==> src/rtl/robo_pkg.sv <==
// Shared definitions for the robot movement path.
// acao_t is the 3-bit movement command exchanged between the advance
// controller and the executor. exec_estado_t holds the executor FSM states.
package robo_pkg;

  typedef enum logic [2:0] {
    PARADO = 3'b000,
    ACAO_N = 3'b001,
    ACAO_O = 3'b010,
    ACAO_L = 3'b011,
    ACAO_S = 3'b100
  } acao_t;

  typedef enum logic {
    OCIOSO  = 1'b0,
    MOVENDO = 1'b1
  } exec_estado_t;

  // True for the four direction codes. Parado and codes 101..111 are not moves.
  function automatic logic acao_e_movimento(input logic [2:0] codigo);
    return (codigo == ACAO_N) || (codigo == ACAO_O) ||
           (codigo == ACAO_L) || (codigo == ACAO_S);
  endfunction

endpackage

==> src/rtl/temporizador_passo.sv <==
// Loadable down-counter that times one step.
// Ports:
//   clk    - clock, rising edge
//   reset  - synchronous active-high reset, clears the count
//   load   - load valor into the counter (has priority over counting)
//   valor  - value to load
//   zero   - high while the count is zero
// The counter decrements on every edge while non-zero and not loading,
// and rests at zero.
module temporizador_passo #(
  parameter int TW = 3
) (
  input  logic          clk,
  input  logic          reset,
  input  logic          load,
  input  logic [TW-1:0] valor,
  output logic          zero
);

  logic [TW-1:0] contagem;

  always_ff @(posedge clk) begin
    if (reset) begin
      contagem <= '0;
    end else if (load) begin
      contagem <= valor;
    end else if (contagem != '0) begin
      contagem <= contagem - 1'b1;
    end
  end

  assign zero = (contagem == '0);

endmodule

==> src/rtl/executor_movimento.sv <==
// Movement executor: consumes acao commands and moves the robot one cell per
// accepted command on a LARGURA x ALTURA grid, each step lasting PASSO_CICLOS
// clock cycles.
// Ports:
//   clockc3   - system clock, rising edge
//   reset     - synchronous active-high reset
//   acao      - command code (000 parado, 001 N, 010 O, 011 L, 100 S; others parado)
//   pos_x     - current X cell
//   pos_y     - current Y cell
//   ocupado   - step in progress
//   concluido - one-cycle pulse when a step completes
//   colisao   - one-cycle pulse when a command is rejected at the grid edge
//   passos    - completed step count, saturating at 16'hFFFF
//
// Command interface: acao is sampled on every edge while ocupado is low. A
// direction command is either accepted (ocupado rises after that edge) or
// rejected (colisao pulses after that edge). While ocupado is high acao is
// ignored; the producer may hold a command and it is re-sampled on the first
// edge after ocupado falls.
module executor_movimento
  import robo_pkg::*;
#(
  parameter int LARGURA      = 8,
  parameter int ALTURA       = 8,
  parameter int X0           = 0,
  parameter int Y0           = 0,
  parameter int PASSO_CICLOS = 4
) (
  input  logic                       clockc3,
  input  logic                       reset,
  input  logic [2:0]                 acao,
  output logic [$clog2(LARGURA)-1:0] pos_x,
  output logic [$clog2(ALTURA)-1:0]  pos_y,
  output logic                       ocupado,
  output logic                       concluido,
  output logic                       colisao,
  output logic [15:0]                passos
);

  localparam int XW = $clog2(LARGURA);
  localparam int YW = $clog2(ALTURA);
  localparam int TW = $clog2(PASSO_CICLOS) + 1;

  localparam logic [XW-1:0] X_MAX   = XW'(LARGURA - 1);
  localparam logic [YW-1:0] Y_MAX   = YW'(ALTURA - 1);
  localparam logic [TW-1:0] T_CARGA = TW'(PASSO_CICLOS - 1);

  exec_estado_t estado, estado_prox;
  acao_t        direcao;
  logic         cmd_valido;
  logic         alvo_ok;
  logic         aceita;
  logic         rejeita;
  logic         completa;
  logic         timer_zero;

  // Step timer: loaded with PASSO_CICLOS-1 on acceptance, so it reaches zero
  // exactly PASSO_CICLOS-1 edges later and the step completes on the edge after.
  temporizador_passo #(
    .TW(TW)
  ) u_timer (
    .clk   (clockc3),
    .reset (reset),
    .load  (aceita),
    .valor (T_CARGA),
    .zero  (timer_zero)
  );

  // Bounds check at acceptance: the target cell must stay inside the grid.
  always_comb begin
    cmd_valido = acao_e_movimento(acao);
    alvo_ok    = 1'b0;
    case (acao)
      ACAO_N:  alvo_ok = (pos_y != Y_MAX);
      ACAO_S:  alvo_ok = (pos_y != '0);
      ACAO_L:  alvo_ok = (pos_x != X_MAX);
      ACAO_O:  alvo_ok = (pos_x != '0);
      default: alvo_ok = 1'b0;
    endcase
  end

  // FSM: state register
  always_ff @(posedge clockc3) begin
    if (reset) begin
      estado <= OCIOSO;
    end else begin
      estado <= estado_prox;
    end
  end

  // FSM: next state and per-edge events
  always_comb begin
    estado_prox = estado;
    aceita      = 1'b0;
    rejeita     = 1'b0;
    completa    = 1'b0;
    case (estado)
      OCIOSO: begin
        if (cmd_valido) begin
          if (alvo_ok) begin
            aceita      = 1'b1;
            estado_prox = MOVENDO;
          end else begin
            rejeita = 1'b1;
          end
        end
      end
      MOVENDO: begin
        if (timer_zero) begin
          completa    = 1'b1;
          estado_prox = OCIOSO;
        end
      end
      default: estado_prox = OCIOSO;
    endcase
  end

  // FSM: outputs decoded from state
  always_comb begin
    ocupado = (estado == MOVENDO);
  end

  // Datapath: position, step count and the two event pulses
  always_ff @(posedge clockc3) begin
    if (reset) begin
      pos_x     <= XW'(X0);
      pos_y     <= YW'(Y0);
      passos    <= '0;
      concluido <= 1'b0;
      colisao   <= 1'b0;
      direcao   <= PARADO;
    end else begin
      concluido <= completa;
      colisao   <= rejeita;
      if (aceita) begin
        direcao <= acao_t'(acao);
      end
      if (completa) begin
        case (direcao)
          ACAO_N:  pos_y <= pos_y + 1'b1;
          ACAO_S:  pos_y <= pos_y - 1'b1;
          ACAO_L:  pos_x <= pos_x + 1'b1;
          ACAO_O:  pos_x <= pos_x - 1'b1;
          default: ;
        endcase
        if (passos != 16'hFFFF) begin
          passos <= passos + 16'd1;
        end
      end
    end
  end

endmodule
==> config.mk <==
export PLATFORM = sky130hd
export DESIGN_NAME = executor_movimento
export DESIGN_NICKNAME = d
export VERILOG_FILES = /design/src/rtl/robo_pkg.sv /design/src/rtl/temporizador_passo.sv /design/src/rtl/executor_movimento.sv
export SDC_FILE = /design/constraint.sdc
export NUM_CORES = 1
export LEC_CHECK = 0
export CORE_MARGIN = 2
export CORE_UTILIZATION = 35
export DETAILED_ROUTE_END_ITERATION = 8
export DONT_BUFFER_PORTS = 1
export PLACE_DENSITY = 0.55
export SLEW_MARGIN = 15
export SYNTH_ARGS = -nofsm -noshare
export SYNTH_HDL_FRONTEND = slang
export SYNTH_SLANG_ARGS = --single-unit
==> constraint.sdc <==
create_clock -name clockc3 -period 2.6 [get_ports clockc3]
set_input_delay 0 -clock clockc3 [delete_from_list [all_inputs] [get_ports clockc3]]
set_output_delay 0 -clock clockc3 [all_outputs]
set_load 0.03 [all_outputs]
==> flow_summary.toml, run 1 <==
[status]
status = "finished, final reports clean"

[synth]
syn_avg_cell_area_sq_um = 8.67
synth-compound-area-share = 0.128
synth_area_sq_mm = 0.00165
synth_top_family_by_area = "simple AND/OR/NAND/NOR gates"
yosys_warnings = 0
synthMuxAreaShare = 0.0722
synthCells = 190
synth_seq_cells = 31
yosys.area_share.adder = 0.0471
synthFlopType = "dfxtp_1"
async_flop_share = 0
syn_nets = 200
synth.distinct_cells = 41
synthXorXnorAreaFrac = 0.0426
synthSimpleGateAreaFrac = 0.287
yosysSeqAreaShare = 0.377
synth-edff-count = 0

[sta]
min_period_over_period = 0.957
final-setup-viol-count = 0
post-route-min-period_ps = 2490
drv_slew = 0
max_freq_mhz = 402
rsz0062_at_grt = "false"
tightest_slew_ps = 582
maxSlewHeadroom = 0.609
finalClockSkew_ps = 3.05
final_hold_viol_count = 0
fin_setup_tns_ps = 0

[clock_network]
cts.sinks = 31
postCtsHoldBufs = 6
root_buffer = "clkbuf_8"
path_clk_slew_ps = 60
numCtsBuffers = 5
cts_resized = 0
cts_tree = "yes"
cts_buffer_depth = 2
clkLatencyLatePin_ps = 280
h-tree-depth = 2
cts_setup_buffers = 0

[power]
pwr-share-seq = 0.491
ir_drop_mv = 0.253
p_leak_nw = 0.636
p_per_area_mw_per_mm2 = 584
switching_share = 0.290
p_comb_frac = 0.191
power.internal_uw = 781
p_switching_uw = 319
pwr-share-clk = 0.318

[hold_path]
min_to = "colisao"
min_from = "acao[1]"
hold_class = "input pin to flip-flop"
hold_path_depth = 3

[floorplan]
rows = 24
dieHeight_um = 72.6
io_pins = 30
die_area_sq_mm = 0.00527
dieWidth_um = 72.6
start_util = 0.370
fp.coreArea_sq_mm = 0.00444

[drt]
finalWirelength_mm = 3.88
viasPerCell = 5.66
drt-pass1-iter-count = 4
drc_errors = 0
wire_per_inst_um = 15.2
drt_iter0_drc = 48
antenna_left = 0
vias = 1444

[setup_path]
r2r_end = "passos[12]"
end_kind = "flip-flop"
start_kind = "flip-flop"
path_class = "flip-flop to flip-flop"
crit_fanout = 7
r2r_start = "passos[6]"
arrival_ps = 2710
reg2reg_depth = 5
rrSetupSlack_ps = 110
crit_required_ps = 2820

[global_route]
gr-total-overflow = 0
antenna_found_initial = 0
grt_pass1_vias = 1418
grt_pass1_wl_mm = 6.67
grt_usage = 0.164
grt_max_degree = 36

[finish]
fillers = 447
nets = 214
final_layout_size_suffix_gt1_frac = 0.133
synthToLayoutAreaGrowth_pct = 14.4
antenna_cells = 0
final_util = 0.424

[placed_design]
dp.final_hpwl_mm = 2.76
numPortBuffers = 0
place_congestion = 0.895

[job]
drv_cap = 0
metal layers:
layer,vias to the layer above,global-route usage,wire length [um]
met5,-,0,0
met4,0,0.0741,77
met3,8,0.0677,241
met2,41,0.257,1830
met1,691,0.197,1740
li1,704,-,-
cells in the mapped netlist (3+ instances only):
master	count	area (sq um)
dfxtp_1	31	621
nor2_1	18	67.6
inv_1	13	48.8
nand2_1	13	48.8
a21oi_1	10	50.1
a211oi_1	7	52.6
mux2_2	7	78.8
nor2b_1	7	43.8
xnor2_1	6	52.6
clkbuf_1	5	18.8
nand3_1	5	25.0
nor3_1	5	25.0
o21ai_0	5	25.0
or3_1	5	31.3
mux2i_1	4	40.0
nand4_1	4	25.0
nor4_1	4	25.0
ha_1	3	37.5
nand2b_1	3	18.8
o311ai_0	3	26.3
or2_2	3	18.8
or4_1	3	22.5
worst max-delay path, cell delays in order (launching register included):
cell	delay, ps
dfxtp_1	610
nand4_4	210
or4_4	610
or3_1	320
a21oi_1	140
dlygate4sd3_1	540
area by class of cell:
class | instances | area, sq um | area share
well taps | 52 | 65.1 | 0.0345
inverters | 14 | 52.6 | 0.0279
multi-input cells | 139 | 951 | 0.505
flip-flops and latches | 31 | 621 | 0.329
repair buffers | 13 | 123 | 0.0651
clock buffers | 6 | 72.6 | 0.0385
worst max-delay path by stage:
stage	start	cells after the start	to	slack [ps]
final	passos[6]	5	passos[12]	110
after global routing	passos[6]	5	passos[12]	50
after CTS	passos[6]	5	passos[12]	110
after detailed placement	passos[6]	4	passos[14]	410
after global placement	passos[6]	4	passos[14]	460
after floorplan	passos[0]	5	passos[14]	480
per-stage QoR:
step	setup slack [ps]	power, mW	area [sq um]	cells	hold WS [ps]
6_report	112	1.10	1880	255	20.7
5_1_grt	46.9	1.18	1880	255	25.1
2_1_floorplan	479	0.709	1650	190	142
3_5_place_dp	408	0.745	1740	243	75.1
4_1_cts	106	1.12	1880	255	10.3
3_3_place_gp	463	0.735	1740	243	73.4
layout by cell type (no fill, tap or decap), drive strengths merged, types with 3 or more instances in the layout:
master,n
or3,6
or4,4
nand2b,3
o21ai,5
nor2b,7
mux2i,4
nand3,5
o311ai,3
dlygate4sd3,5
clkbuf,6
buf,8
mux2,7
inv,13
or2,3
xnor2,6
nand2,13
a211oi,7
nand4,5
nor3,5
a21oi,10
nor4,5
dfxtp,31
nor2,18
ha,3
state kept, by name (all words and copies together), names as in the netlist:
name and cells:
colisao 1, concluido 1, direcao 3, ocupado 1, passos 16, pos_x 3
pos_y 3, u_timer.contagem 3
logic make-up (layout without fill, tap and decap cells):
kind of cell / Yosys count / count (layout)
flip-flops: 31 / 31
multiplexers: 11 / 11
AND/OR/NAND/NOR: 83 / 83
XOR/XNOR: 8 / 8
adder cells (fa/ha/maj): 5 / 5
AO/OA/AOI/OAI: 32 / 32
buffers and inverters: 20 / 33
power by group through the flow:
stage	clock, mW	sequential [mW]	combinational, mW
3_3_place_gp	0	0.549	0.187
3_5_place_dp	0	0.550	0.195
4_1_cts	0.364	0.540	0.213
2_1_floorplan	0	0.558	0.151
5_1_grt	0.385	0.545	0.246
6_report	0.350	0.540	0.210
(Power assumes the default switching activity.)
==> run 2, diff against run 1 <==
Settings changed: CELL_PAD_IN_SITES_DETAIL_PLACEMENT set to 1, CELL_PAD_IN_SITES_GLOBAL_PLACEMENT set to 2, CORE_UTILIZATION 35 to 37, PLACE_DENSITY 0.55 to 0.84.
==> flow_summary.toml, run 2 (same netlist as run 1, synthesis figures left out) <==
[setup_path]
reg2reg_depth = 5
crit_fanout = 6
end_kind = "flip-flop"
rrSetupSlack_ps = 250
crit_required_ps = 2830
arrival_ps = 2580
start_kind = "flip-flop"
path_class = "flip-flop to flip-flop"
r2r_start = "passos[12]"
r2r_end = "passos[9]"

[finish]
final_common_cell = "dfxtp_1"
final_cells = 256
layout_common_cells = "dfxtp_1, nor2_1, inv_1, nand2_1, a21oi_1"
nets = 213
multi_input_area_sq_um = 951
largest_reg_flops = 16
ff_latch_area_sq_um = 621
synthToLayoutAreaGrowth_pct = 14.5
fillers = 524
regMostFlops = "passos"
final_layout_size_suffix_gt1_frac = 0.132
antenna_cells = 0

[clock_network]
cts_setup_buffers = 0
cts.sinks = 31
numCtsBuffers = 5
h-tree-depth = 2
path_clk_slew_ps = 70
root_buffer = "clkbuf_8"
cts_tree = "yes"
cts_buffer_depth = 2
clkLatencyLatePin_ps = 290

[placed_design]
numPortBuffers = 0
place_congestion = 0.772
dp.final_hpwl_mm = 3.06
dp_cells = 242

[floorplan]
dieHeight_um = 70.7
fp.coreArea_sq_mm = 0.00432
io_pins = 30
rows = 24
start_util = 0.381
dieWidth_um = 70.7
die_area_sq_mm = 0.00500

[status]
status = "finished with violations"
violations = "hold timing"

[job]
drv_cap = 0

[drt]
wire_per_inst_um = 17.0
vias = 1466
drc_errors = 0
wl_met2_mm = 2.29
drt_iter0_drc = 68
wl_met1_mm = 1.77
top_layer_used = "met4"
wl_met3_um = 255
antenna_left = 0
viasPerCell = 5.73
finalWirelength_mm = 4.36
drt-pass1-iter-count = 4

[hold_path]
min_to = "passos[3]"
hold_path_depth = 2
hold_class = "input pin to flip-flop"
min_from = "reset"

[sta]
holdWs_ps = -3.08
finalClockSkew_ps = 6.49
tightest_slew_ps = 527
post-route-min-period_ps = 2350
final_hold_viol_count = 1
final-setup-viol-count = 0
drv_slew = 0
min_period_over_period = 0.904
maxSlewHeadroom = 0.648
max_freq_mhz = 426
fin_setup_tns_ps = 0
rsz0062_at_grt = "false"

[global_route]
grt_pass1_wl_mm = 7.45
grt_usage = 0.188
gr-total-overflow = 0
grt_pass1_vias = 1597
grt_max_degree = 35
antenna_found_initial = 0

[power]
p_leak_nw = 0.635
p_per_area_mw_per_mm2 = 598
ir_drop_mv = 0.210
run 2: critical path, stage by stage, from the launching register on:
cell	delay, ps
dfxtp_1	610
nand4_1	310
nor3_1	520
o41ai_1	160
a21oi_1	140
dlygate4sd3_1	550
run 2: what timing repair did:
action / CTS / global route
setup endpoints to repair: 0 / 0
gates resized for setup: 0 / 0
hold endpoints to repair: 29 / 0
hold buffers: 6 / 0
run 2: power breakdown:
part | switching, mW | internal (mW) | leakage (nW)
clock network | 0.183 | 0.188 | 0.0422
logic | 0.124 | 0.0947 | 0.342
registers | 0.0316 | 0.508 | 0.251
total | 0.338 | 0.790 | 0.635
run 2: worst max-delay path by stage:
stage,end,startpoint,cells after the start
CTS,passos[9],passos[3],5
global route,passos[9],passos[12],5
global placement,passos[14],passos[4],4
finish,passos[9],passos[12],5
floorplan,passos[14],passos[0],5
detailed placement,passos[14],passos[4],4
run 2: cell type report:
| cell class | count | share of cell area |
|---|---|---|
| Clock buffer | 7 | 0.0405 |
| Clock inverter | 1 | 0.00265 |
| Inverter | 14 | 0.0279 |
| Multi-Input combinational cell | 139 | 0.504 |
| Sequential cell | 31 | 0.329 |
| Tap cell | 52 | 0.0345 |
| Timing Repair Buffer | 12 | 0.0610 |
run 2: metal layers:
layer	track usage	vias up
met3	0.0655	6
li1	-	705
met4	0.0524	0
met5	0	-
met2	0.351	35
met1	0.198	720
run 2: per-stage QoR:
stage	instance area, sq um	setup WS [ps]	utilization	power (mW)
2_1_floorplan	1650	479	-	0.709
3_3_place_gp	1730	424	0.401	0.739
3_5_place_dp	1730	374	0.401	0.752
4_1_cts	1890	298	0.436	1.14
5_1_grt	1890	138	0.436	1.20
6_report	1890	250	0.436	1.13
